**config.mk**
```make
export PLATFORM = sky130hd
export DESIGN_NAME = alu_decode_stage
export DESIGN_NICKNAME = d
export VERILOG_FILES = /design/src/rtl/alu_decode_stage.sv
export SDC_FILE = /design/constraint.sdc
export NUM_CORES = 1
export LEC_CHECK = 0
export ABC_CLOCK_PERIOD_IN_PS = 2200
export CAP_MARGIN = 15
export CORE_MARGIN = 2
export CORE_UTILIZATION = 38
export CTS_CLUSTER_SIZE = 16
export DETAILED_ROUTE_END_ITERATION = 16
export GPL_ROUTABILITY_DRIVEN = 0
export PLACE_DENSITY = 0.85
export RECOVER_POWER = 50
export SYNTH_ARGS = -nofsm -noshare
export SYNTH_HDL_FRONTEND = slang
export SYNTH_SLANG_ARGS = --single-unit
```
**constraint.sdc**
```tcl
create_clock -name clk -period 2.2 [get_ports clk]
set_clock_uncertainty 0.15 [all_clocks]
set_input_delay 0.66 -clock clk [delete_from_list [all_inputs] [get_ports clk]]
set_output_delay 0.66 -clock clk [all_outputs]
set_load 0.02 [all_outputs]
```
**src/rtl/alu_decode_stage.sv**
```systemverilog
// Single-stage decoder: turns a 16-bit instruction into registered ALU control signals.
// Outputs hold on stall; flush and reset squash the stage to NOP.
module alu_decode_stage (
  input  logic        clk,
  input  logic        rst,
  input  logic        in_valid,
  input  logic [15:0] in_instr,
  input  logic        stall,
  input  logic        flush,
  output logic        in_ready,
  output logic        out_valid,
  output logic [2:0]  Op,
  output logic        Cin,
  output logic        invA,
  output logic        invB,
  output logic        sign,
  output logic [1:0]  comp_cont,
  output logic        comp,
  output logic        pass,
  output logic        ex_BTR,
  output logic        ex_SLBI,
  output logic        imm_sel,
  output logic        illegal
);

  localparam int unsigned OPC_W  = 5;
  localparam int unsigned FUNC_W = 2;
  localparam int unsigned OP_W   = 3;
  localparam int unsigned CC_W   = 2;

  localparam logic [OP_W-1:0] OP_ADD = 3'b100;
  localparam logic [OP_W-1:0] OP_XOR = 3'b110;
  localparam logic [OP_W-1:0] OP_AND = 3'b111;

  logic [OPC_W-1:0]  w_opcode;
  logic [FUNC_W-1:0] w_func;
  logic              w_unused;

  assign w_opcode = in_instr[15:11];
  assign w_func   = in_instr[1:0];
  assign w_unused = ^in_instr[10:2];
  assign in_ready = !stall;

  logic [OP_W-1:0] w_op;
  logic            w_cin, w_inva, w_invb, w_sign;
  logic [CC_W-1:0] w_cc;
  logic            w_comp, w_pass, w_btr, w_slbi, w_imm, w_illegal;

  // Combinational decode of the incoming instruction
  always_comb begin
    w_op      = '0;
    w_cin     = 1'b0;
    w_inva    = 1'b0;
    w_invb    = 1'b0;
    w_cc      = '0;
    w_comp    = 1'b0;
    w_pass    = 1'b0;
    w_btr     = 1'b0;
    w_slbi    = 1'b0;
    w_imm     = 1'b0;
    w_illegal = 1'b0;
    case (w_opcode)
      5'b01000, 5'b10000, 5'b10001, 5'b10011: begin
        w_op  = OP_ADD;
        w_imm = 1'b1;
      end
      5'b01001: begin
        w_op   = OP_ADD;
        w_inva = 1'b1;
        w_cin  = 1'b1;
        w_imm  = 1'b1;
      end
      5'b01010: begin
        w_op  = OP_XOR;
        w_imm = 1'b1;
      end
      5'b01011: begin
        w_op   = OP_AND;
        w_invb = 1'b1;
        w_imm  = 1'b1;
      end
      5'b10100, 5'b10101, 5'b10110, 5'b10111: begin
        w_op  = OP_W'({1'b0, w_opcode[1:0]});
        w_imm = 1'b1;
      end
      5'b11010: w_op = OP_W'({1'b0, w_func});
      5'b11011: begin
        case (w_func)
          2'b00: w_op = OP_ADD;
          2'b01: begin
            w_op   = OP_ADD;
            w_inva = 1'b1;
            w_cin  = 1'b1;
          end
          2'b10: w_op = OP_XOR;
          default: begin
            w_op   = OP_AND;
            w_invb = 1'b1;
          end
        endcase
      end
      // Compares subtract B from A except SCO, which reads the raw carry-out
      5'b11100, 5'b11101, 5'b11110, 5'b11111: begin
        w_op   = OP_ADD;
        w_comp = 1'b1;
        w_cc   = CC_W'(w_opcode[1:0]);
        w_invb = (w_opcode[1:0] != 2'b11);
        w_cin  = (w_opcode[1:0] != 2'b11);
      end
      5'b11001: w_btr = 1'b1;
      5'b11000: begin
        w_pass = 1'b1;
        w_imm  = 1'b1;
      end
      5'b10010: begin
        w_slbi = 1'b1;
        w_imm  = 1'b1;
      end
      default: w_illegal = 1'b1;
    endcase
    w_sign = (w_op == OP_ADD);
  end

  // Stage register: reset > flush > stall > capture/bubble
  always_ff @(posedge clk) begin
    if (rst || flush || (!stall && !in_valid)) begin
      out_valid <= 1'b0;
      Op        <= '0;
      Cin       <= 1'b0;
      invA      <= 1'b0;
      invB      <= 1'b0;
      sign      <= 1'b0;
      comp_cont <= '0;
      comp      <= 1'b0;
      pass      <= 1'b0;
      ex_BTR    <= 1'b0;
      ex_SLBI   <= 1'b0;
      imm_sel   <= 1'b0;
      illegal   <= 1'b0;
    end else if (!stall) begin
      out_valid <= 1'b1;
      Op        <= w_op;
      Cin       <= w_cin;
      invA      <= w_inva;
      invB      <= w_invb;
      sign      <= w_sign;
      comp_cont <= w_cc;
      comp      <= w_comp;
      pass      <= w_pass;
      ex_BTR    <= w_btr;
      ex_SLBI   <= w_slbi;
      imm_sel   <= w_imm;
      illegal   <= w_illegal;
    end
  end

endmodule
```
==> metrics.csv <==
metric,value,unit
"Clk Latency, worst-skew pair",0.28,ns
Post-synth EDFFs,0,
vias in the first global route,770,
final-report hold violation count,0,
setup ws final,0.0401,ns
main area contributors after synthesis,"dfxtp_1 42%, nor2_1 6.5%, a21oi_1 4.6%, nor3_1 4.6%, nand2_1 4.0%",
CP Buf/Inv Count,3,
count of inserted antenna diode cells,0,
# resized after CTS,4,
Routed wire per std cell,12.4,um
Mapped Cells,95,
Max-cap violations,0,
Post-CTS Setup Repair Bufs,0,
critical path arrival,1.35,ns
worst min path class,flop to flop,
Final nets,155,
Max-slew headroom,0.763,
startpoint types,input pin,
initial antenna violation count,0,
TritonRoute pass-1 iters,4,
fin area,0.00116,sq mm
crit end category,output port,
IO Port Bufs,28,
Critical Path RT,1.39,ns
DRC,0,
CORE AREA,0.00192,sq mm
Top delay family on crit path,buffers and inverters,
worst vdd ir,0.310,mV
std cell rows,16,
register area share after synthesis,0.424,
clk buf depth,2,
Syn Area/Cell,7.96,sq um
Die Span Y,48.6,um
Post-synth top flop,dfxtp_1,
fill count,185,
min Tclk post-route,2.16,ns
clk slew on worst S/H paths,0.09,ns
Worst-Margin Slew,0.355,ns
iteration-0 DRC count of the detailed router,18,
Die Wd,48.6,um
H-tree depth,1,
Synth warnings,0,
RSZ-0062 raised after global routing,no,
drt total wl,1990,um
fin crit share,0.982,
cell taking the most area after synthesis,dfxtp_1,
mapped cell area,756,sq um
layout cell share with drive strength beyond 1,0.158,
final setup violation count,0,
leakage,0.000438,uW
"Hold-fix buffers, CTS",0,
Setup Crit Path Kind,input pin to output port,
Post-synth top cells,"16 x dfxtp_1, 13 x nor2_1, 8 x nand2_1",
CTS tree,done,
largest net degree at the start of global routing,20,
I/O pins,38,
most common cell in the netlist,dfxtp_1,
Post-synth ARST share,0,
post-synth cell types,36,
die area,0.00236,sq mm
Overflow after GRT,0,
Area Growth Syn to Fin,53.0,%
Post-DP HPWL,1530,um
setup_tns,0,ns
"critical path, cell by cell",clkdlybuf4s50_1 -> inv_2 -> buf_2,
syn nets,116,
"critical path fanouts, max",2,
Starting Density,0.393,
Via-to-Cell Ratio,5.24,
max incr delay on CP,0.50,ns
Sink Count,16,
Synth top area share,0.424,
final count of pins violating max slew,0,
Yosys reg bits,16,
first-pass GRT wire length,3200,um
Placement Cell Area,0.00113,sq mm
antenna-violating nets left,0,
multi-input logic area,383,sq um
pre-CTS setup slack,-0.374,ns
Sequential Area,320,sq um
pwr dens,526,mW/mm^2
GRT Total Usage,0.173,
status,completed,
slowest CP cell,clkdlybuf4s50_1,
root buffer cell,clkbuf_4,
Peak Freq,463,MHz
TritonCTS Buffers,3,
Vias,839,
==> state kept, by name, summed over array words and instances, names as in the netlist <==
signal	count
illegal	1
Op	3
ex_BTR	1
sign	1
invB	1
comp_cont	2
pass	1
ex_SLBI	1
comp	1
out_valid	1
Cin	1
imm_sel	1
invA	1
==> area by class of cell <==
| cell class | count | share of cell area |
|---|---|---|
| tap | 27 | 0.0292 |
| inverter | 4 | 0.0130 |
| timing repair buffer | 41 | 0.318 |
| multi-input combinational | 68 | 0.331 |
| clock buffer | 4 | 0.0314 |
| sequential | 16 | 0.277 |
==> cells in the final DEF, fill, tap and decap left out, drive strengths merged, types with 2 or more instances in the layout <==
cell           instances
a211oi                 2
a21oi                  8
a22oi                  2
buf                   12
clkbuf                 6
clkdlybuf4s50         26
dfxtp                 16
inv                    4
nand2                  9
nand3                  2
nand4                  3
nor2                  13
nor2b                  2
nor3                   7
o21ai                  4
==> cells by family after synthesis <==
kind of cell / after synthesis / share of synthesized area
simple gates: 43 / 0.281
compound gates: 24 / 0.212
flops: 16 / 0.424
buf+inv: 11 / 0.0695
mux: 1 / 0.0132
==> power breakdown <==
part | switching [uW] | internal (uW)
registers | 2.20 | 294
clock network | 94.9 | 101
logic | 58.6 | 56.9
total | 156 | 452
==> tightest hold or removal path, cell delays in order (launching register included) <==
cell and delay [ns]:
dfxtp_1 0.32, inv_1 0.04, a21oi_1 0.05
==> through the flow <==
stage	power, uW	instances	hold WS (ns)	util
after floorplan	362	95	0.376	-
after global placement	417	156	0.288	0.588
after detailed placement	421	156	0.291	0.588
after CTS	611	160	0.306	0.604
after global routing	632	160	0.337	0.602
final	608	160	0.301	0.602
==> metal layers <==
metal  track usage  vias up  part of all wire
li1              -      418                 -
met1         0.192      388              0.42
met2         0.315       29              0.52
met3        0.0309        4             0.042
met4        0.0857        0             0.012
met5             0        -                 0
==> worst paths after layout <==
check | from | endpoint | slack [ns] | depth (start not counted)
max | stall | in_ready | 0.04 | 3
min | out_valid | out_valid | 0.30 | 2
max reg2reg | comp_cont[1] | comp_cont[1] | 1.39 | 2
min reg2reg | out_valid | out_valid | 0.30 | 2
No activity file was read; power rests on OpenSTA's default activity.
